--- src/rtl/pc_seq_pkg.sv ---
// Shared types and constants for the fetch-side PC sequencer.
package pc_seq_pkg;

    typedef enum logic [1:0] {
        S_BOOT  = 2'd0,
        S_FETCH = 2'd1,
        S_WAIT  = 2'd2,
        S_TRAP  = 2'd3
    } state_e;

    typedef enum logic [1:0] {
        CAUSE_NONE     = 2'b00,
        CAUSE_EXT      = 2'b01,
        CAUSE_MISALIGN = 2'b10,
        CAUSE_TIMEOUT  = 2'b11
    } cause_e;

    localparam int unsigned PC_STEP = 32'd4;

endpackage

--- src/rtl/pc_sequencer_if.sv ---
// Hazard/branch/imem/PC-register signals seen by the PC sequencer.
interface pc_sequencer_if #(parameter int XLEN = 32);
    logic            i_stall;
    logic            i_br_taken;
    logic [XLEN-1:0] i_br_target;
    logic            i_jmp;
    logic [XLEN-1:0] i_jmp_target;
    logic            i_trap;
    logic            i_imem_ready;
    logic [XLEN-1:0] i_pc_cur;
    logic [XLEN-1:0] o_pc_next;
    logic            o_pc_write;
    logic            o_imem_req;
    logic            o_fetch_valid;
    logic            o_flush_ifid;
    logic            o_flush_idex;
    logic            o_trap_taken;
    logic [1:0]      o_cause;

    modport master (
        input  i_stall, i_br_taken, i_br_target, i_jmp, i_jmp_target,
               i_trap, i_imem_ready, i_pc_cur,
        output o_pc_next, o_pc_write, o_imem_req, o_fetch_valid,
               o_flush_ifid, o_flush_idex, o_trap_taken, o_cause
    );

    modport slave (
        output i_stall, i_br_taken, i_br_target, i_jmp, i_jmp_target,
               i_trap, i_imem_ready, i_pc_cur,
        input  o_pc_next, o_pc_write, o_imem_req, o_fetch_valid,
               o_flush_ifid, o_flush_idex, o_trap_taken, o_cause
    );
endinterface

--- src/rtl/pc_sequencer_wait_timer.sv ---
// Counts imem wait cycles; expired flags the last permitted wait cycle.
module pc_wait_timer #(
    parameter int MAX_WAIT = 15
) (
    input  logic clk,
    input  logic reset,
    input  logic clear,
    input  logic enable,
    output logic expired
);
    logic [7:0] count_r;

    // wait-cycle counter
    always_ff @(posedge clk or posedge reset) begin
        if (reset) begin
            count_r <= 8'd0;
        end else if (clear) begin
            count_r <= 8'd0;
        end else if (enable) begin
            count_r <= count_r + 8'd1;
        end else begin
            count_r <= count_r;
        end
    end

    assign expired = enable & (count_r == 8'(MAX_WAIT - 1));
endmodule

--- src/rtl/pc_sequencer.sv ---
// Fetch-side next-PC controller: boot, sequential fetch, imem wait, redirects and traps.
module pc_sequencer
    import pc_seq_pkg::*;
#(
    parameter int              XLEN     = 32,
    parameter logic [XLEN-1:0] RESET_PC = 32'h0000_0000,
    parameter logic [XLEN-1:0] TRAP_VEC = 32'h0000_0040,
    parameter int              MAX_WAIT = 15
) (
    input  logic            clk,
    input  logic            reset,
    pc_sequencer_if.master  bus
);
    state_e          state_r, state_s;
    cause_e          cause_r, trap_cause_s;
    logic [XLEN-1:0] pend_target_r, redir_target_s, pc_inc_s;
    logic            pend_valid_r;
    logic            redir_any_s, misalign_s, redir_s, active_s, in_wait_s;
    logic            expired_s, timeout_s, trap_req_s, latch_s;
    logic            pc_write_s, fetch_valid_s, flush_s;
    logic [XLEN-1:0] pc_next_s;

    assign redir_any_s    = bus.i_br_taken | bus.i_jmp;
    assign redir_target_s = bus.i_br_taken ? bus.i_br_target : bus.i_jmp_target;
    assign misalign_s     = redir_any_s & (redir_target_s[1:0] != 2'b00);
    assign redir_s        = redir_any_s & ~misalign_s;
    assign in_wait_s      = (state_r == S_WAIT);
    assign active_s       = (state_r == S_FETCH) | in_wait_s;
    assign timeout_s      = expired_s & ~bus.i_imem_ready;
    assign trap_req_s     = active_s & (bus.i_trap | timeout_s | misalign_s);
    assign trap_cause_s   = bus.i_trap ? CAUSE_EXT : (timeout_s ? CAUSE_TIMEOUT : CAUSE_MISALIGN);
    assign pc_inc_s       = bus.i_pc_cur + XLEN'(PC_STEP);
    // A redirect seen while imem is still busy is parked until ready
    assign latch_s        = in_wait_s & ~trap_req_s & redir_s & ~bus.i_imem_ready;

    pc_wait_timer #(.MAX_WAIT(MAX_WAIT)) u_timer (
        .clk     (clk),
        .reset   (reset),
        .clear   (state_s != S_WAIT),
        .enable  (in_wait_s),
        .expired (expired_s)
    );

    // state register
    always_ff @(posedge clk or posedge reset) begin
        if (reset) state_r <= S_BOOT;
        else       state_r <= state_s;
    end

    // next-state decode
    always_comb begin
        state_s = state_r;
        case (state_r)
            S_BOOT:  state_s = S_FETCH;
            S_FETCH: begin
                if (trap_req_s)                           state_s = S_TRAP;
                else if (redir_s | bus.i_stall | bus.i_imem_ready) state_s = S_FETCH;
                else                                      state_s = S_WAIT;
            end
            S_WAIT: begin
                if (trap_req_s)            state_s = S_TRAP;
                else if (bus.i_imem_ready) state_s = S_FETCH;
                else                       state_s = S_WAIT;
            end
            S_TRAP:  state_s = S_FETCH;
            default: state_s = S_BOOT;
        endcase
    end

    // PC-register drive, fetch valid and flushes
    always_comb begin
        pc_next_s     = bus.i_pc_cur;
        pc_write_s    = 1'b0;
        fetch_valid_s = 1'b0;
        flush_s       = 1'b0;
        case (state_r)
            S_BOOT: begin
                pc_next_s  = RESET_PC;
                pc_write_s = 1'b1;
            end
            S_FETCH: begin
                if (trap_req_s) begin
                    pc_write_s = 1'b0;
                end else if (redir_s) begin
                    pc_next_s  = redir_target_s;
                    pc_write_s = 1'b1;
                    flush_s    = 1'b1;
                end else if (bus.i_stall) begin
                    pc_write_s = 1'b0;
                end else if (bus.i_imem_ready) begin
                    pc_next_s     = pc_inc_s;
                    pc_write_s    = 1'b1;
                    fetch_valid_s = 1'b1;
                end else begin
                    pc_write_s = 1'b0;
                end
            end
            S_WAIT: begin
                if (trap_req_s) begin
                    pc_write_s = 1'b0;
                end else if (redir_s) begin
                    flush_s    = 1'b1;
                    pc_next_s  = bus.i_imem_ready ? redir_target_s : bus.i_pc_cur;
                    pc_write_s = bus.i_imem_ready;
                end else if (bus.i_imem_ready & pend_valid_r) begin
                    pc_next_s  = pend_target_r;
                    pc_write_s = 1'b1;
                end else if (bus.i_imem_ready & ~bus.i_stall) begin
                    pc_next_s     = pc_inc_s;
                    pc_write_s    = 1'b1;
                    fetch_valid_s = 1'b1;
                end else begin
                    pc_write_s = 1'b0;
                end
            end
            S_TRAP: begin
                pc_next_s  = TRAP_VEC;
                pc_write_s = 1'b1;
                flush_s    = 1'b1;
            end
            default: pc_write_s = 1'b0;
        endcase
    end

    // pending redirect captured during an imem wait
    always_ff @(posedge clk or posedge reset) begin
        if (reset) begin
            pend_valid_r  <= 1'b0;
            pend_target_r <= '0;
        end else if (latch_s) begin
            pend_valid_r  <= 1'b1;
            pend_target_r <= redir_target_s;
        end else if (state_s != S_WAIT) begin
            pend_valid_r  <= 1'b0;
            pend_target_r <= pend_target_r;
        end else begin
            pend_valid_r  <= pend_valid_r;
            pend_target_r <= pend_target_r;
        end
    end

    // trap cause: set on trap entry, cleared by the next good fetch
    always_ff @(posedge clk or posedge reset) begin
        if (reset)              cause_r <= CAUSE_NONE;
        else if (trap_req_s)    cause_r <= trap_cause_s;
        else if (fetch_valid_s) cause_r <= CAUSE_NONE;
        else                    cause_r <= cause_r;
    end

    assign bus.o_pc_next     = pc_next_s;
    assign bus.o_pc_write    = pc_write_s;
    assign bus.o_fetch_valid = fetch_valid_s;
    assign bus.o_flush_ifid  = flush_s;
    assign bus.o_flush_idex  = flush_s;
    assign bus.o_imem_req    = active_s;
    assign bus.o_trap_taken  = (state_r == S_TRAP);
    assign bus.o_cause       = cause_r;
endmodule

--- src/flat_wrapper.sv ---
// flat-port wrapper written by rule: the top's interface ports become plain ports
module pc_sequencer_flat import pc_seq_pkg::*;
#(
    parameter int              XLEN     = 32,
    parameter logic [XLEN-1:0] RESET_PC = 32'h0000_0000,
    parameter logic [XLEN-1:0] TRAP_VEC = 32'h0000_0040,
    parameter int              MAX_WAIT = 15
)
  (clk, reset, bus_i_stall, bus_i_br_taken, bus_i_br_target, bus_i_jmp, bus_i_jmp_target, bus_i_trap, bus_i_imem_ready, bus_i_pc_cur, bus_o_pc_next, bus_o_pc_write, bus_o_imem_req, bus_o_fetch_valid, bus_o_flush_ifid, bus_o_flush_idex, bus_o_trap_taken, bus_o_cause);
  pc_sequencer_if #(.XLEN(XLEN)) bus_i ();
  input  logic clk;
  input  logic reset;
  input wire logic [$bits(bus_i.i_stall)-1:0] bus_i_stall;
  input wire logic [$bits(bus_i.i_br_taken)-1:0] bus_i_br_taken;
  input wire logic [$bits(bus_i.i_br_target)-1:0] bus_i_br_target;
  input wire logic [$bits(bus_i.i_jmp)-1:0] bus_i_jmp;
  input wire logic [$bits(bus_i.i_jmp_target)-1:0] bus_i_jmp_target;
  input wire logic [$bits(bus_i.i_trap)-1:0] bus_i_trap;
  input wire logic [$bits(bus_i.i_imem_ready)-1:0] bus_i_imem_ready;
  input wire logic [$bits(bus_i.i_pc_cur)-1:0] bus_i_pc_cur;
  output wire logic [$bits(bus_i.o_pc_next)-1:0] bus_o_pc_next;
  output wire logic [$bits(bus_i.o_pc_write)-1:0] bus_o_pc_write;
  output wire logic [$bits(bus_i.o_imem_req)-1:0] bus_o_imem_req;
  output wire logic [$bits(bus_i.o_fetch_valid)-1:0] bus_o_fetch_valid;
  output wire logic [$bits(bus_i.o_flush_ifid)-1:0] bus_o_flush_ifid;
  output wire logic [$bits(bus_i.o_flush_idex)-1:0] bus_o_flush_idex;
  output wire logic [$bits(bus_i.o_trap_taken)-1:0] bus_o_trap_taken;
  output wire logic [$bits(bus_i.o_cause)-1:0] bus_o_cause;
  assign bus_i.i_stall = bus_i_stall;
  assign bus_i.i_br_taken = bus_i_br_taken;
  assign bus_i.i_br_target = bus_i_br_target;
  assign bus_i.i_jmp = bus_i_jmp;
  assign bus_i.i_jmp_target = bus_i_jmp_target;
  assign bus_i.i_trap = bus_i_trap;
  assign bus_i.i_imem_ready = bus_i_imem_ready;
  assign bus_i.i_pc_cur = bus_i_pc_cur;
  assign bus_o_pc_next = bus_i.o_pc_next;
  assign bus_o_pc_write = bus_i.o_pc_write;
  assign bus_o_imem_req = bus_i.o_imem_req;
  assign bus_o_fetch_valid = bus_i.o_fetch_valid;
  assign bus_o_flush_ifid = bus_i.o_flush_ifid;
  assign bus_o_flush_idex = bus_i.o_flush_idex;
  assign bus_o_trap_taken = bus_i.o_trap_taken;
  assign bus_o_cause = bus_i.o_cause;
  pc_sequencer #(.XLEN(XLEN), .RESET_PC(RESET_PC), .TRAP_VEC(TRAP_VEC), .MAX_WAIT(MAX_WAIT)) u_core (.clk(clk), .reset(reset), .bus(bus_i));
endmodule
--- config.mk ---
export PLATFORM = sky130hd
export DESIGN_NAME = pc_sequencer_flat
export DESIGN_NICKNAME = d
export VERILOG_FILES = /design/src/rtl/pc_seq_pkg.sv /design/src/rtl/pc_sequencer_if.sv /design/src/rtl/pc_sequencer_wait_timer.sv /design/src/rtl/pc_sequencer.sv /design/src/flat_wrapper.sv
export SDC_FILE = /design/constraint.sdc
export NUM_CORES = 1
export LEC_CHECK = 0
export ABC_AREA = 0
export BUFFER_PORTS_ARGS = -buffer_cell sky130_fd_sc_hd__clkbuf_2
export CORE_MARGIN = 5
export CORE_UTILIZATION = 40
export DETAILED_ROUTE_END_ITERATION = 8
export GPL_TIMING_DRIVEN = 0
export PLACE_DENSITY = 0.71
export SLEW_MARGIN = 10
export SYNTH_ARGS = -nofsm -noshare
export SYNTH_HDL_FRONTEND = slang
export SYNTH_SLANG_ARGS = --single-unit
--- constraint.sdc ---
create_clock -name clk -period 2.49 [get_ports clk]
set_clock_uncertainty 0.05 [all_clocks]
set_input_delay 0.249 -clock clk [delete_from_list [all_inputs] [get_ports clk]]
set_output_delay 0.249 -clock clk [all_outputs]
set_load 0.005 [all_outputs]
==> impl_results.md <==
- Fin. Hold Viols: 0
- CP peak stage delay: 0.40 ns
- Design area: 0.00775 mm²
- Net count, final: 1002
- Netlist cell types: 72
- Drt total wl: 27000 µm
- Arrival time worst endpoint: 2.62 ns
- WL/cell: 25.4 µm
- Dpl hpwl: 17600 µm
- F_max: 0.342 GHz
- Layout Cells excl Fill: 1064
- #FFs+latches synth: 45
- Most instantiated cells after synthesis: nor2_1 (96), a21oi_1 (62), nand2_1 (52)
- Critical Path Slowest Stage Cell: dfrtp_1
- Vias: 7281
- Worst-Skew Late Latency: 0.31 ns
- Final ANT Viol Nets: 0
- Status: finished, violations left
- Crit share post-route: 117%
- Total of max-cap violations: 0
- CTS tree: built
- Initial Util: 41.1%
- Initial DRT Pass Iterations: 6
- Vias per inst: 6.84
- Worst EP required: 2.19 ns
- Area of placed instances: 0.00616 mm²
- # H-tree levels: 2
- Synth warn: 0
- Syn nets: 824
- Fin crit period: 2.92 ns
- Cell count after placement: 1014
- Row count: 41
- Layout fillers: 1150
- Synth area leaders: dfrtp_1 (21%), nor2_1 (6.9%), a21oi_1 (5.9%)
- Top_reg_cell synth: dfrtp_1
- LEAKAGE: 3.32 nW
- Gpl congestion: 1.01
- Core Box Area: 0.0128 mm²
- P per Cell Area: 1030 mW/mm²
- First-pass GRT wire length: 38800 µm
- Post-Syn Area: 0.00526 mm²
- Startpoint class of the critical path: flip-flop
- CP Class: reg -> out
- Slew Limit Fails: 0
- Syn Inst Count: 713
- Largest net degree at the start of global routing: 26
- Total track usage: 31.6%
- Most common cell in the netlist: nor2_1
- Worst-path cell chain: inv_2 > ha_4 > and3_4 > a41o_4 > o21a_4 > buf_12 > nor2_4 > a211o_1 > a311oi_2 > buf_2
- Failing checks: setup timing
- Share of layout cells above drive strength 1: 40.1%
- CTS Buffer Depth: 2
- Number of port buffers: 128
- CTS Buf Count: 5
- Buf/Inv on CP: 3
- # clock sinks: 45
- Largest delay share family, worst path: compound AO/OA/AOI/OAI gates
- Worst hold path type: in -> reg
- Ant. Diodes: 0
- Root buffer cell: clkbuf_16
- Vias in the first global route: 6856
- Unrepaired setup endpoints after global routing: yes
- Slew @ Worst Pin: 0.955 ns
- Worst vdd ir: 0.000501 V
- Seq/Total Area, Yosys: 21.4%
- Worst setup margin: -0.430 ns
- Die height: 125 µm
- Die Wd: 125 µm
- Post-synth ARST share: 100%
- CP Max Fanout: 8
- Initial antenna violation count: 0
- CP endpoint kind: output pin
- Overflow after GRT: 0
- Die ar.: 0.0155 mm²
- # DRC: 0
- Yosys top cell by area: dfrtp_1
- Setup violators final: 36
- Clock Pin Slew Worst Setup and Hold Paths: 0.08 ns
- DRT iter0 DRCs: 1368
- I/O pin count: 143
- EDFF count, synth: 0
- Share of the synthesized area in the top cell type: 21.4%
- Worst slew margin: 35.7%
- Layout Area Growth over Synthesis: 47.6%
- Average cell area after synthesis: 7.37 µm²
## registers in the layout, summed over array words and instances (netlist names)
name / cells
u_core.bus.o_cause: 2
u_core.pend_target_r: 32
u_core.pend_valid_r: 1
u_core.state_r: 2
u_core.u_timer.count_r: 8
## through the flow
| stage | setup TNS (ns) | utilization [%] | setup WS (ns) | hold WS, ns | total power (W) |
|---|---|---|---|---|---|
| after floorplan | -0.0161 | - | -0.0161 | 0.307 | 0.00323 |
| after global placement | -35.30 | 48.1 | -0.873 | 0.428 | 0.00461 |
| after detailed placement | -36.05 | 48.2 | -0.894 | 0.243 | 0.00465 |
| after CTS | -16.38 | 55.7 | -0.481 | 0.108 | 0.00662 |
| after global routing | -11.62 | 60.7 | -0.462 | 0.123 | 0.00818 |
| final | -9.82 | 60.7 | -0.430 | 0.106 | 0.00799 |
## cell families (layout without fill, tap and decap cells)
kind of cell               Yosys count  in the layout  share of synthesized area [%]
adders and majority gates            8              8                           1.90
xor gates and xnor gates            27             27                           4.50
muxes                               43             43                           8.50
AOI/OAI and AO/OA                  244            244                           30.8
DFF                                 45             45                           21.4
buffers and inverters               89            268                           7.48
and+or+nand+nor                    257            257                           25.4
## layer usage
metal,wire length [µm],up-vias,GRT usage (%)
met5,0,-,0
met3,4020,181,9.78
li1,-,3047,-
met1,9850,3333,40.3
met4,1750,0,17.3
met2,11400,720,47.2
## repair_timing
action | 4_1_cts | 5_1_grt
pin swaps | 21 | 43
endpoints found under the setup margin | 81 | 74
buffers inserted | 21 | 19
hold buffers | 1 | 0
hold endpoints to repair | 20 | 0
gates resized for setup | 128 | 160
gates cloned | 5 | 4
## where the power goes
group	internal, W	total, W	switching (W)
logic	0.00273	0.00598	0.00325
clock network	0.000478	0.000845	0.000367
registers	0.000997	0.00116	0.000168
## worst paths after layout
kind                                               from                        end  slack [ns]  cells after the start
worst min-delay path                         bus_i_trap      u_core.bus.o_cause[1]        0.11                      2
max in group asynchronous                         reset  u_core.u_timer.count_r[1]        1.41                      4
min in group asynchronous                         reset   u_core.pend_target_r[20]        0.45                      3
worst max-delay path                  u_core.state_r[0]          bus_o_pc_next[25]       -0.43                     10
worst min register to register  u_core.pend_target_r[1]    u_core.pend_target_r[1]        0.46                      1
worst max register to register        u_core.state_r[1]    u_core.pend_target_r[2]        0.01                     10
## placed cells by master (no fill, tap or decap), types with 11 or more instances in the layout
cell      count
a31oi_1      13
nand3_1      18
clkbuf_1     11
o21ai_0      32
dfrtp_1      43
inv_1        14
xnor2_1      17
nor2_1       85
buf_6        18
nor4_4       11
buf_2        38
o22ai_1      11
o211ai_1     12
buf_4        30
nor3_1       13
nand4_1      15
a211oi_1     15
clkbuf_2    120
a21oi_1      50
nand2_1      45
a21oi_2      11
mux2i_1      30
## layout make-up
| class | count | area (µm²) | share of cell area, % |
|---|---|---|---|
| clock buffer | 5 | 125 | 1.61 |
| timing repair buffer | 177 | 1220 | 15.7 |
| inverter | 17 | 67.6 | 0.871 |
| sequential | 45 | 1130 | 14.6 |
| tap | 172 | 215 | 2.78 |
| buffer | 66 | 510 | 6.58 |
| clock inverter | 3 | 46.3 | 0.597 |
| multi-input combinational | 579 | 4450 | 57.3 |
(Power assumes the default switching activity.)
